==> config.mk <==
export PLATFORM = sky130hd
export DESIGN_NAME = matrix_arb_lock
export DESIGN_NICKNAME = d
export VERILOG_FILES = /design/src/rtl/matrix_arb_lock_pkg.sv /design/src/rtl/matrix_arb_lock_prio_tri.sv /design/src/rtl/matrix_arb_lock.sv
export SDC_FILE = /design/constraint.sdc
export NUM_CORES = 1
export LEC_CHECK = 0
export ABC_AREA = 1
export ABC_CLOCK_PERIOD_IN_PS = 6500
export CELL_PAD_IN_SITES_DETAIL_PLACEMENT = 1
export CELL_PAD_IN_SITES_GLOBAL_PLACEMENT = 2
export CORE_AREA = 2 2 64 66
export DETAILED_ROUTE_END_ITERATION = 10
export DIE_AREA = 0 0 66 68
export PLACE_DENSITY_LB_ADDON = 0.1
export SYNTH_ARGS = -nofsm -noshare
export SYNTH_HDL_FRONTEND = slang
export SYNTH_HIERARCHICAL = 1
export SYNTH_SLANG_ARGS = --single-unit
==> constraint.sdc <==
create_clock -name clk_i -period 6.5 [get_ports clk_i]
set_clock_uncertainty 0.15 [all_clocks]
set_input_delay 0.975 -clock clk_i [delete_from_list [all_inputs] [get_ports clk_i]]
set_output_delay 0.975 -clock clk_i [all_outputs]
set_load 0.005 [all_outputs]
==> src/rtl/matrix_arb_lock_pkg.sv <==
// matrix_arb_lock_pkg: shared switch constants (default port count, port indices, arbiter FSM states)
package matrix_arb_lock_pkg;
  localparam int IN_N_DEF   = 5;
  localparam int PORT_LOCAL = 0;
  localparam int PORT_N     = 1;
  localparam int PORT_E     = 2;
  localparam int PORT_S     = 3;
  localparam int PORT_W     = 4;
  localparam logic [0:0] ST_IDLE   = 1'b0;
  localparam logic [0:0] ST_LOCKED = 1'b1;
endpackage

==> src/rtl/matrix_arb_lock_prio_tri.sv <==
// matrix_prio_tri: triangular LRG priority matrix; in clk_i/rst_ni/req_i/upd_i/upd_idx_i, out win_oh_o (one-hot winner)
module matrix_prio_tri
  import matrix_arb_lock_pkg::*;
#(
  parameter int N = IN_N_DEF,
  localparam int IDX_W = $clog2(N)
) (
  input  logic             clk_i,
  input  logic             rst_ni,
  input  logic [N-1:0]     req_i,
  input  logic             upd_i,
  input  logic [IDX_W-1:0] upd_idx_i,
  output logic [N-1:0]     win_oh_o
);
  logic [N-1:0][N-1:0] beat;
  for (genvar i = 0; i < N; i++) begin : g_row
    for (genvar j = 0; j < N; j++) begin : g_col
      if (i < j) begin : g_up
        logic p_q;
        always_ff @(posedge clk_i or negedge rst_ni)
          if (!rst_ni) p_q <= 1'b1;
          else if (upd_i && (upd_idx_i == IDX_W'(i) || upd_idx_i == IDX_W'(j))) p_q <= upd_idx_i == IDX_W'(j);
        assign beat[j][i] = p_q;
        assign beat[i][j] = ~p_q;
      end else if (i == j) begin : g_diag
        assign beat[i][i] = 1'b0;
      end
    end
    assign win_oh_o[i] = req_i[i] & ~|(req_i & beat[i]);
  end
endmodule

==> src/rtl/matrix_arb_lock.sv <==
// matrix_arb_lock: LRG arbiter with wormhole lock; in clk_i/rst_ni/req_i/last_i/ready_i, out grant_oh_o/grant_o/grant_vld_o/locked_o
module matrix_arb_lock
  import matrix_arb_lock_pkg::*;
#(
  parameter int IN_N = IN_N_DEF,
  localparam int IDX_W = $clog2(IN_N)
) (
  input  logic             clk_i,
  input  logic             rst_ni,
  input  logic [IN_N-1:0]  req_i,
  input  logic [IN_N-1:0]  last_i,
  input  logic             ready_i,
  output logic [IN_N-1:0]  grant_oh_o,
  output logic [IDX_W-1:0] grant_o,
  output logic             grant_vld_o,
  output logic             locked_o
);
  if (IN_N < 2) begin : g_chk
    $error("matrix_arb_lock: IN_N must be >= 2");
  end
  logic [0:0]       state_q;
  logic [IDX_W-1:0] owner_q;
  logic [IN_N-1:0]  win_oh;
  logic             xfer, tail;
  matrix_prio_tri #(.N(IN_N)) u_prio (
    .clk_i     (clk_i),
    .rst_ni    (rst_ni),
    .req_i     (req_i),
    .upd_i     (xfer & ~locked_o),
    .upd_idx_i (grant_o),
    .win_oh_o  (win_oh)
  );
  assign locked_o    = state_q == ST_LOCKED;
  assign grant_oh_o  = locked_o ? (IN_N'(1) << owner_q) & req_i : win_oh;
  assign grant_vld_o = |grant_oh_o;
  assign xfer        = grant_vld_o & ready_i;
  assign tail        = |(grant_oh_o & last_i);
  always_comb begin
    grant_o = '0;
    for (int k = 0; k < IN_N; k++) grant_o = grant_oh_o[k] ? IDX_W'(k) : grant_o;
  end
  always_ff @(posedge clk_i or negedge rst_ni)
    if (!rst_ni) begin
      state_q <= ST_IDLE;
      owner_q <= '0;
    end else if (xfer) begin
      state_q <= tail ? ST_IDLE : ST_LOCKED;
      owner_q <= grant_o;
    end
endmodule

==> results of run 1 <==
## logic make-up (layout without fill, tap and decap cells)
kind of cell | after synthesis | in the layout | share of synthesized area
AND/OR/NAND/NOR | 102 | 102 | 0.4480
buffers and inverters | 25 | 49 | 0.1004
flip-flops | 14 | 14 | 0.3465
AO/OA/AOI/OAI | 13 | 13 | 0.1051
## state kept, by name, summed over array words and instances, names as in the netlist
name / flops
u_prio/g_row.g_col.g_up.p_q: 10
owner_q: 3
locked_o: 1
## layer usage
metal,track usage,up-vias
met5,0,-
met4,0.04337,0
met1,0.2022,488
li1,-,521
met3,0.02632,2
met2,0.2639,11
## worst max-delay path, delay by kind of cell
kind	cells	cell delay, ps
and+or+nand+nor	3	150
buffers and inverters	3	1220
AOI/OAI and AO/OA	3	830
## metrics by stage
| stage | utilization | setup WS (ps) | power, mW |
|---|---|---|---|
| 2_1_floorplan | - | 3498 | 0.3848 |
| 3_5_place_dp | 0.3400 | 2188 | 0.5036 |
| 4_1_cts | 0.3543 | 2168 | 0.5926 |
| 3_3_place_gp | 0.3400 | 2180 | 0.4996 |
| 6_report | 0.3543 | 2206 | 0.5822 |
| 5_1_grt | 0.3543 | 2016 | 0.6425 |
## power by group through the flow
| stage | registers (mW) | logic (mW) | clock network [mW] |
|---|---|---|---|
| detailed placement | 0.194 | 0.309 | 0 |
| floorplan | 0.167 | 0.218 | 0 |
| global route | 0.199 | 0.349 | 0.0943 |
| finish | 0.193 | 0.305 | 0.0845 |
| global placement | 0.194 | 0.306 | 0 |
| CTS | 0.193 | 0.311 | 0.0886 |
## synthesized netlist by cell type
library cell,count,area (µm²)
sky130_fd_sc_hd__o21ai_0,5,25.02
sky130_fd_sc_hd__nand3_4,2,35.03
sky130_fd_sc_hd__nor2_2,5,31.28
sky130_fd_sc_hd__dfstp_2,10,262.8
sky130_fd_sc_hd__buf_4,1,7.510
sky130_fd_sc_hd__buf_6,1,11.26
sky130_fd_sc_hd__o21bai_4,2,37.54
sky130_fd_sc_hd__nand2_2,1,6.260
sky130_fd_sc_hd__nand4_1,1,6.260
sky130_fd_sc_hd__dfrtp_1,4,100.1
sky130_fd_sc_hd__o22ai_2,1,12.51
sky130_fd_sc_hd__nand2_1,53,198.9
sky130_fd_sc_hd__nand2_4,1,11.26
sky130_fd_sc_hd__o21bai_2,1,11.26
sky130_fd_sc_hd__inv_1,20,75.07
sky130_fd_sc_hd__nor2_1,22,82.58
sky130_fd_sc_hd__a21oi_2,1,8.760
sky130_fd_sc_hd__a21oi_1,3,15.01
sky130_fd_sc_hd__nand3_1,15,75.07
sky130_fd_sc_hd__nor2_4,2,22.52
sky130_fd_sc_hd__inv_2,3,11.26
## area by class of cell
type                    instances  area (µm²)  share of cell area
clock buffers                   4       55.05             0.04029
inverters                      23       86.33             0.06319
multi-input cells             115       579.3              0.4240
flip-flops and latches         14       362.8              0.2656
well taps                      50       62.56             0.04579
repair buffers                 22       220.2              0.1612
## how the worst max path moves through the flow
stage                  start           to  slack, ps  depth (start not counted)
floorplan           req_i[4]  grant_vld_o       3500                          9
global placement    req_i[3]   grant_o[1]       2180                          9
detailed placement  req_i[3]   grant_o[0]       2190                          9
CTS                 req_i[3]   grant_o[0]       2170                          9
global route        req_i[3]   grant_o[1]       2020                          9
finish              req_i[3]   grant_o[0]       2210                          9
==> run metrics, run 1 <==
clock sink total=14; number of buffers added by the clock tree synthesis step=3; residual overflow from global routing=0; area growth from synthesis to layout=30.47%; Hold WS=around 330 ps; area enclosed by the die boundary=around 4500 µm²; crit-path cells=clkdlybuf4s50_1 -> a21oi_1 -> nand2_1 -> nor2_1 -> inv_1 -> nor2_1 -> o21bai_2 -> a21oi_2 -> clkdlybuf4s50_1; min-delay worst type=register to register; num ports=23; count of filler cells inserted in the layout=508; Slew Viols, Final=0; Sw Ratio=0.4336; setup repair after global routing missed its margin=false; netlist area before placement=1047 µm²; Core ar.=3856 µm²; buffer type at the clock tree root=sky130_fd_sc_hd__clkbuf_8; final WL=about 3100 µm; number of nets in the finished design=192; highest attainable clock frequency=232.9 MHz; highest layer used for signal routing=met4; gpl congestion=0.8118; hold bufs inserted after CTS=0; effective utilization at floorplan=0.2716; Global Route Usage Sum=0.1546; htree depth=1; R2R cell count=10; dpl cells=approximately 220; leading cell type in the layout, fill and taps excluded=sky130_fd_sc_hd__nand2_1; vertical extent of the die=68 µm; wire length of the first global-routing pass=around 5200 µm; CP Data Required Time=5370 ps; Max stage delay on crit path=600 ps; min-delay src=u_prio/g_row[3].g_col[4].g_up.p_q; type of the worst setup path=input port to primary output; post-synthesis sequential area ratio=0.3465; result of the run=completed; final period utilization=0.6606; number of failing hold endpoints at the final stage=0; count of yosys warnings during synthesis=6; Hold Path Cell Cnt=2; Antenna Diode Count=0; Hold EP=u_prio/g_row[3].g_col[4].g_up.p_q; clock latency on the worst-skew pair=around 250 ps; worst vdd rail ir drop=0.0001638 V; via count of the first global-routing pass=1107; most frequent cells in the layout=53 x sky130_fd_sc_hd__nand2_1, 22 x sky130_fd_sc_hd__nor2_1, 22 x sky130_fd_sc_hd__clkdlybuf4s50_1; Critical Path End Type=primary output; row count=23; worst slew margin relative to its limit=0.5825; Slowest-stage cell, CP=sky130_fd_sc_hd__clkdlybuf4s50_1; syn_area_per_cell=around 6.8 µm²; Placed Area=1311 µm²; Post-CTS Resized=0; average detailed-routed wire length per instance=13.56 µm; amount of wire on met3 after detailed routing=64 µm; measured slew at the worst slew-check pin=~620 ps; post-layout minimum cycle time=about 4300 ps; largest driver fanout on the critical path=12; Total Negative Setup Slacks=0 ps; DR WL met2=1507 µm; Final HPWL DP=2565 µm; mean number of vias per cell=4.482; post-synthesis net count=167; DRT iter0 DRCs=36; initial antenna violation count=0; met1 routed wirelength after detailed routing=1498 µm; share of post-route cells with drive strength above 1=0.1854; non-filler cells, final=228; net switching power figure=0.2524 mW; synthesized flop and latch total=14; clock tree buffer depth=2; Combinational Power Share=0.524; First-pass DRT Iterations=4; Reg2Reg Setup Slack=around 3800 ps; clock tree from TritonCTS=done; number of setup violations in the final report=0; Horiz. Die Dim=approximately 66 µm; FF-to-FF Start=locked_o; Internal Dissipation=0.3297 mW; gate count of the mapped netlist=154; Data arrival, critical path=around 3200 ps; area of all placed cells without fillers=approximately 1400 µm²; number of nets with antenna violations after routing=0; total power divided by cell area=426.1 nW/µm²; relative contribution of the clock network to total power=0.145; number of port buffers=22; final routed DRC violation total=0; static leakage=0.6352 nW; clock slew at reported path FFs=~60 ps; number of library cell types mapped by synthesis=21; relative contribution of sequential cells to total power=0.331; Setup crit start kind=input port; post-CTS repair timing setup buffer count=0; maximum number of pins on one net before global-route repair=15; DR vias=1022; end of the worst register-to-register path=u_prio/g_row[0].g_col[4].g_up.p_q; max-cap violation count=0
Power figures use the tool's default switching activity.
==> run 2, diff against run 1 <==
Settings changed: ABC_CLOCK_PERIOD_IN_PS 6500 to 4200, CORE_AREA 2 2 64 66 to 2 2 66 68, DIE_AREA 0 0 66 68 to 0 0 68 70.
Clock period 6.5 ns to 4.2 ns, I/O delays scaled along.
==> run 2 against run 1 <==
  * Routed wire length grew 0.13%
  * Sequential share of layout area is essentially flat
  * Die area grew 6.1%
  * Final area grew 0.18%
  * Hold slack lost 5.9 ps
  * First-iteration DRC count grew 19%
  * Sequential power grew 54%
  * Register-to-register slack lost 2300 ps
  * Global-route usage shrank 1.3 points
==> run metrics, run 2 (synthesis results as in run 1) <==
result of the run=completed (unchanged); clock latency on the worst-skew pair=240 ps (was 250 ps); number of port buffers=22 (unchanged); type of the worst setup path=input port to primary output (unchanged); mean number of vias per cell=4.478 (was 4.482); area enclosed by the die boundary=4760 µm² (was 4488 µm²); min-delay worst type=register to register (unchanged); total power=0.8957 mW (was 0.5822 mW); Sequential cell area=362.8 µm² (unchanged); highest attainable clock frequency=274.5 MHz; Critical Path End Type=primary output (unchanged); relative contribution of the clock network to total power=0.144 (was 0.145); DR vias=1030 (was 1022); DRT iter0 DRCs=43 (was 36); min-delay src=u_prio/g_row[2].g_col[4].g_up.p_q (was u_prio/g_row[3].g_col[4].g_up.p_q); number of setup violations in the final report=0 (unchanged); max-cap violation count=0 (unchanged); static leakage=0.6352 nW (unchanged); measured slew at the worst slew-check pin=626.9 ps (was 624.3 ps); final WL=3096 µm (was 3092 µm); DR WL met2=1499 µm (was 1507 µm); CP Data Required Time=3420 ps (was 5370 ps); Core ar.=4144 µm² (was 3856 µm²); maximum number of pins on one net before global-route repair=15 (unchanged); gpl congestion=0.7796 (was 0.8118); Slew Viols, Final=0 (unchanged); clock tree from TritonCTS=done (unchanged); worst slew margin relative to its limit=0.5808 (was 0.5825); clock sink total=14 (unchanged); number of nets in the finished design=192 (unchanged); Sw Ratio=0.4305 (was 0.4336); Biggest register=u_prio/g_row.g_col.g_up.p_q (unchanged); number of failing hold endpoints at the final stage=0 (unchanged); leading cell type in the layout, fill and taps excluded=sky130_fd_sc_hd__nand2_1 (unchanged); buffer type at the clock tree root=sky130_fd_sc_hd__clkbuf_8 (unchanged); htree depth=1 (unchanged); Data arrival, critical path=2860 ps (was 3170 ps); average detailed-routed wire length per instance=13.46 µm (was 13.56 µm); final routed DRC violation total=0 (unchanged); Horiz. Die Dim=68 µm (was 66 µm); net switching power figure=0.3856 mW (was 0.2524 mW); highest layer used for signal routing=met4 (unchanged); post-layout minimum cycle time=3643 ps; count of filler cells inserted in the layout=527 (was 508); area of combinational cells with multiple inputs=579.3 µm² (unchanged); met1 routed wirelength after detailed routing=1462 µm (was 1498 µm); most frequent cells in the layout=53 x sky130_fd_sc_hd__nand2_1, 22 x sky130_fd_sc_hd__nor2_1, 22 x sky130_fd_sc_hd__clkdlybuf4s50_1 (unchanged); Global Route Usage Sum=0.1420 (was 0.1546); area of all placed cells without fillers=1369 µm² (was 1366 µm²); share of post-route cells with drive strength above 1=0.1854 (unchanged); Hold WS=325.5 ps (was 331.4 ps); relative contribution of sequential cells to total power=0.331 (about the same); Setup crit start kind=input port (unchanged); worst vdd rail ir drop=0.0002414 V (was 0.0001638 V); effective utilization at floorplan=0.2527 (was 0.2716); Antenna Diode Count=0 (unchanged); vertical extent of the die=70 µm (was 68 µm); crit-path cells=clkdlybuf4s50_1 -> a21oi_1 -> nand2_1 -> nor2_1 -> inv_1 -> nor2_1 -> o21bai_2 -> a21oi_2 -> clkdlybuf4s50_1 (unchanged); final setup margin=556.8 ps (was 2206 ps); amount of wire on met3 after detailed routing=119 µm (was 64 µm); via count of the first global-routing pass=1034 (was 1107); total power divided by cell area=654.4 nW/µm² (was 426.1 nW/µm²); clock slew at reported path FFs=60 ps (about the same); number of nets with antenna violations after routing=0 (unchanged); FF-to-FF Start=locked_o (unchanged); setup repair after global routing missed its margin=false (unchanged); clock tree buffer depth=2 (unchanged); number of buffers added by the clock tree synthesis step=3 (unchanged); wire length of the first global-routing pass=5037 µm (was 5209 µm); Internal Dissipation=0.5101 mW (was 0.3297 mW); Total Negative Setup Slacks=0 ps (unchanged); Slowest-stage cell, CP=sky130_fd_sc_hd__clkdlybuf4s50_1 (unchanged); final period utilization=0.8674; area growth from synthesis to layout=30.70% (was 30.47%); Combinational Power Share=0.525 (was 0.524); crit path launch=req_i[3] (unchanged); hold bufs inserted after CTS=0 (unchanged); First-pass DRT Iterations=4 (unchanged); Max stage delay on crit path=620 ps (was 600 ps); Post-CTS Resized=0 (unchanged); largest driver fanout on the critical path=12 (unchanged); residual overflow from global routing=0 (unchanged); worst slack at placement=516.2 ps (was 2188 ps); number of flip-flops under the largest register name=10 (unchanged); post-CTS repair timing setup buffer count=0 (unchanged); num ports=23 (unchanged); Reg2Reg Setup Slack=1460 ps (was 3780 ps); Placed Area=1314 µm² (was 1311 µm²); row count=24 (was 23); initial antenna violation count=0 (unchanged); Final HPWL DP=2501 µm (was 2565 µm)
-- run 2: cell counts in the layout (fill, tap and decap cells not counted) --
Identical to the previous run, type by type.
-- run 2: routing by layer --
metal	up-vias	track usage
met4	0	0.05333
met3	2	0.006441
met5	-	0
li1	518	-
met2	17	0.2309
met1	493	0.1954
-- run 2: final cells by class --
class,count,area share
Multi-Input combinational cell,115,0.4232
Sequential cell,14,0.2651
Timing Repair Buffer,22,0.1609
Inverter,23,0.06307
Tap cell,52,0.04753
Clock buffer,4,0.04022
-- run 2: through the flow --
| step | util | instances |
|---|---|---|
| after floorplan | - | 154 |
| after global placement | 0.3170 | 226 |
| after detailed placement | 0.3170 | 226 |
| after CTS | 0.3303 | 230 |
| after global routing | 0.3303 | 230 |
| final | 0.3303 | 230 |
-- run 2: final timing paths --
kind	to	depth (start not counted)
worst max-delay path	grant_o[0]	9
worst min register to register	u_prio/g_row[2].g_col[4].g_up.p_q	2
worst min-delay path	u_prio/g_row[2].g_col[4].g_up.p_q	2
worst max register to register	u_prio/g_row[3].g_col[4].g_up.p_q	11
min in group asynchronous	owner_q[2]	1
max in group asynchronous	owner_q[1]	1
-- run 2: power groups by stage --
stage | clock network, mW | registers, mW | logic, mW
after CTS | 0.136 | 0.297 | 0.480
final | 0.129 | 0.297 | 0.470
after floorplan | 0 | 0.258 | 0.337
after global placement | 0 | 0.298 | 0.475
after global routing | 0.143 | 0.308 | 0.531
after detailed placement | 0 | 0.299 | 0.477
-- run 2: critical path, delay by kind of cell --
family	cells	cell delay, ps
buf+inv	3	1230
compound gates	3	840
simple gates	3	160
==> run 3, diff against run 2 <==
Settings changed: REMOVE_ABC_BUFFERS set to 1, SLEW_MARGIN set to 10.
==> run 3 against run 2 <==
  * Sequential power hardly changed
  * Hold slack better by 7.2 ps
  * Combinational power hardly changed
  * Flip-flop and latch count stayed put
  * Setup slack better by 40 ps
  * Register-to-register slack better by 50 ps
  * Global-route usage is 0.21 points higher
  * Critical path type unchanged
==> run metrics, run 3 (synthesis results as in run 1) <==
buffer type at the clock tree root=sky130_fd_sc_hd__clkbuf_8 (unchanged); min-delay worst type=register to register (unchanged); number of nets with antenna violations after routing=0 (unchanged); worst vdd rail ir drop=0.0003366 V (was 0.0002414 V); type of the worst setup path=input port to primary output (unchanged); number of flip-flops under the largest register name=10 (unchanged); share of post-route cells with drive strength above 1=0.1854 (unchanged); number of port buffers=22 (unchanged); final period utilization=0.8578 (was 0.8674); dpl cells=226 (unchanged); via count of the first global-routing pass=1079 (was 1034); result of the run=completed (unchanged); clock tree buffer depth=2 (unchanged); area enclosed by the die boundary=4760 µm² (unchanged); post-CTS repair timing setup buffer count=0 (unchanged); non-filler cells, final=230 (unchanged); Final HPWL DP=2567 µm (was 2501 µm); total power divided by cell area=656.0 nW/µm² (was 654.4 nW/µm²); Biggest register=u_prio/g_row.g_col.g_up.p_q (unchanged); Total Negative Setup Slacks=0 ps (unchanged); largest driver fanout on the critical path=12 (unchanged); measured slew at the worst slew-check pin=617.8 ps (was 626.9 ps); First-pass DRT Iterations=3 (was 4); total power=0.8979 mW (was 0.8957 mW); Hold WS=332.6 ps (was 325.5 ps); final WL=3074 µm (was 3096 µm); number of failing hold endpoints at the final stage=0 (unchanged); average detailed-routed wire length per instance=13.37 µm (was 13.46 µm); worst slew margin relative to its limit=0.5869 (was 0.5808); Reg2Reg Setup Slack=1510 ps (was 1460 ps); num ports=23 (unchanged); DR vias=1030 (unchanged); leading cell type in the layout, fill and taps excluded=sky130_fd_sc_hd__nand2_1 (unchanged); Data arrival, critical path=2820 ps (was 2860 ps); Global Route Usage Sum=0.1441 (was 0.1420); wire length of the first global-routing pass=5244 µm (was 5037 µm); Horiz. Die Dim=68 µm (unchanged); gpl congestion=0.7731 (was 0.7796); static leakage=0.6352 nW (unchanged); CP Data Required Time=3420 ps (about the same); final setup margin=597.0 ps (was 556.8 ps); Post-CTS Resized=0 (unchanged); Critical Path End Type=primary output (unchanged); DRT iter0 DRCs=30 (was 43); Slew Viols, Final=0 (unchanged); row count=24 (unchanged); Core ar.=4144 µm² (unchanged); area of all placed cells without fillers=1369 µm² (unchanged); effective utilization at floorplan=0.2527 (unchanged); highest attainable clock frequency=277.5 MHz (was 274.5 MHz); Setup crit start kind=input port (unchanged); worst slack at placement=599.5 ps (was 516.2 ps); number of buffers added by the clock tree synthesis step=3 (unchanged); Antenna Diode Count=0 (unchanged); number of nets in the finished design=192 (unchanged); clock latency on the worst-skew pair=240 ps (about the same); mean number of vias per cell=4.478 (unchanged); initial antenna violation count=0 (unchanged); Placed Area=1314 µm² (unchanged); core occupancy in the finished layout=0.3303 (unchanged); maximum number of pins on one net before global-route repair=15 (unchanged); residual overflow from global routing=0 (unchanged); htree depth=1 (unchanged); hold bufs inserted after CTS=0 (unchanged); vertical extent of the die=70 µm (unchanged); clock tree from TritonCTS=done (unchanged); clock slew at reported path FFs=50 ps (was 60 ps); number of setup violations in the final report=0 (unchanged); clock sink total=14 (unchanged); most frequent cells in the layout=53 x sky130_fd_sc_hd__nand2_1, 22 x sky130_fd_sc_hd__nor2_1, 22 x sky130_fd_sc_hd__clkdlybuf4s50_1 (unchanged); setup repair after global routing missed its margin=false (unchanged); final routed DRC violation total=0 (unchanged); post-layout minimum cycle time=3603 ps (was 3643 ps); max-cap violation count=0 (unchanged); area growth from synthesis to layout=30.70% (unchanged)
[run 3: cell counts in the layout (fill, tap and decap cells not counted)]
Identical to the previous run, type by type.
[run 3: final timing paths]
kind                                              startpoint                                 to  cells after the start
setup / recovery                                    req_i[3]                         grant_o[0]                      9
hold / removal             u_prio/g_row[3].g_col[4].g_up.p_q  u_prio/g_row[3].g_col[4].g_up.p_q                      2
setup reg to reg                                    locked_o  u_prio/g_row[0].g_col[4].g_up.p_q                     10
hold reg to reg            u_prio/g_row[3].g_col[4].g_up.p_q  u_prio/g_row[3].g_col[4].g_up.p_q                      2
max in group asynchronous                             rst_ni                           locked_o                      1
min in group asynchronous                             rst_ni                         owner_q[1]                      1
[run 3: critical path, cell delays in order]
cell	delay [ps]
sky130_fd_sc_hd__clkdlybuf4s50_1	620
sky130_fd_sc_hd__a21oi_1	130
sky130_fd_sc_hd__nand2_1	80
sky130_fd_sc_hd__nor2_1	40
sky130_fd_sc_hd__inv_1	40
sky130_fd_sc_hd__nor2_1	40
sky130_fd_sc_hd__o21bai_2	340
sky130_fd_sc_hd__a21oi_2	340
sky130_fd_sc_hd__clkdlybuf4s50_1	570
[run 3: metal layers]
metal  vias up  routed length (µm)  GRT usage  share of wire
li1        522                   -          -              -
met1       498                1586     0.2131           0.52
met2         8                1421     0.2255           0.46
met3         2                  57    0.01610          0.019
met4         0                   9    0.02667         0.0029
met5         -                   0          0              0
[run 3: layout make-up]
| type | instances | area (µm²) |
|---|---|---|
| well taps | 52 | 65.06 |
| inverters | 23 | 86.33 |
| flip-flops and latches | 14 | 362.8 |
| multi-input cells | 115 | 579.3 |
| repair buffers | 22 | 220.2 |
| fillers | 534 | 2775 |
| clock buffers | 4 | 55.05 |
[run 3: where the power goes]
part	internal, mW	leakage (nW)	switching, mW	total, mW
Sequential	0.223	0.156	0.0748	0.297
Combinational	0.205	0.451	0.266	0.471
Clock	0.0829	0.0288	0.0466	0.129
Total	0.510	0.635	0.388	0.898
==> edit, RTL diff (config.mk and constraints of run 3) <==
Reset style: synchronous (`rst_ni`), changed in 2 clocked blocks.
--- a/src/rtl/matrix_arb_lock_prio_tri.sv
+++ b/src/rtl/matrix_arb_lock_prio_tri.sv
@@ -19,3 +19,3 @@
         logic p_q;
-        always_ff @(posedge clk_i or negedge rst_ni)
+        always_ff @(posedge clk_i)
           if (!rst_ni) p_q <= 1'b1;
--- a/src/rtl/matrix_arb_lock.sv
+++ b/src/rtl/matrix_arb_lock.sv
@@ -41,3 +41,3 @@
   end
-  always_ff @(posedge clk_i or negedge rst_ni)
+  always_ff @(posedge clk_i)
     if (!rst_ni) begin
Behaviour: differs if rst_ni is asserted again (counterexample within 4 cycles, from zero or initial values and one cycle with rst_ni low); with rst_ni held inactive, the same outputs for 4 cycles.
==> edit against run 3 <==
- sequential cell count unchanged
- via count down 3.1%
- wire length down 1.1%
- sequential share of layout area down 4.2 points
- highest routed layer unchanged
- final area down 8.3%
- setup slack better by 0.15 ns
- count of clock-buffer cells in the layout unchanged
- register-to-register slack better by 0.29 ns
- synthesized area down 12%
- critical path depth up 4
Power is not compared: it rests on default switching activity, and its combinational part moved more than twofold at a synthesized area within 25%.
==> edit: results <==
[worst_setup_path]
crit_arrival_ns = 2.67
r2r_setup_slack_ns = 1.80
reg2reg_to = u_prio/g_row[0].g_col[2].g_up.p_q$_SDFFE_PN1P_
worstPathMaxFanout = 6
r2r_start = u_prio/g_row[3].g_col[4].g_up.p_q$_SDFFE_PN1P_
r2r_cells = 13

[logic_synthesis]
async_reset_ff_frac = 0
synth.distinct_cells = 23
synth-compound-area-share = 0.0973
synthCells = 152
ys_seq_area_frac = 0.303
synth.area.top_cells = dfxtp_1, nand2_1, inv_1

[sta]
tightest_slew_ns = 0.505
hold_ws_ns = 0.330

[placement]
gp_congestion = 0.803

[worst_hold_path]
holdCritStartpoint = u_prio/g_row[1].g_col[3].g_up.p_q$_SDFFE_PN1P_
hold_end = u_prio/g_row[1].g_col[3].g_up.p_q$_SDFFE_PN1P_

[drt]
wl_met3_um = 88
wl_met1_um = 1550
drtIter0Drc = 44
wl_per_cell_um = 13.3
via_per_inst = 4.36

[final_layout]
drive_gt1_frac = 0.130
final_nets = 191
clkCellAreaFrac = 0.0439
seq_cells = 14
multi_input_cells = 113

[run_status]
status = completed

[global_route]
grt_max_degree = 10
first_global_vias = 1033
==> edit: cell count changes after synthesis, moves of 2 or more <==
cell / run 3 / this run
dfxtp_1: 0 / 14
dfstp_2: 10 / 0
nor2_1: 22 / 13
nand2_1: 53 / 59
dfrtp_1: 4 / 0
o211ai_1: 0 / 3
inv_1: 20 / 18
nand3_1: 15 / 13
nor2_2: 5 / 7
o21ai_0: 5 / 3
o21ai_1: 0 / 2
o21bai_4: 2 / 0
==> edit: per-layer routing <==
layer  GRT usage  up-vias
met1       0.206      464
li1            -      521
met3      0.0113        2
met4      0.0333        0
met2       0.211       11
met5           0        -
==> edit: cell families (layout without fill, tap and decap cells) <==
family,count (synthesis),after routing
AND/OR/NAND/NOR,99,99
flip-flops,14,14
buffers and inverters,25,50
AO/OA/AOI/OAI,14,14
==> edit: worst max path at each step <==
stage,to,slack (ns),depth (start not counted)
after floorplan,u_prio/g_row[2].g_col[4].g_up.p_q$_SDFFE_PN1P_,1.82,13
after global placement,grant_o[0],0.73,13
after detailed placement,grant_o[0],0.75,13
after CTS,grant_o[0],0.73,13
after global routing,grant_o[1],0.55,10
final,grant_o[0],0.75,13
==> edit: power by group through the flow <==
stage	logic, W	clock network (W)	registers (W)
3_5_place_dp	0.000210	0	0.000180
6_report	0.000207	0.000131	0.000177
3_3_place_gp	0.000208	0	0.000180
4_1_cts	0.000212	0.000139	0.000177
5_1_grt	0.000236	0.000146	0.000180
2_1_floorplan	0.000129	0	0.000171
==> edit: metrics by stage <==
| step | setup WS, ns | area [sq um] |
|---|---|---|
| after detailed placement | 0.750 | 1200 |
| after global placement | 0.733 | 1200 |
| after global routing | 0.549 | 1250 |
| after floorplan | 1.82 | 907 |
| final | 0.749 | 1250 |
| after CTS | 0.727 | 1250 |
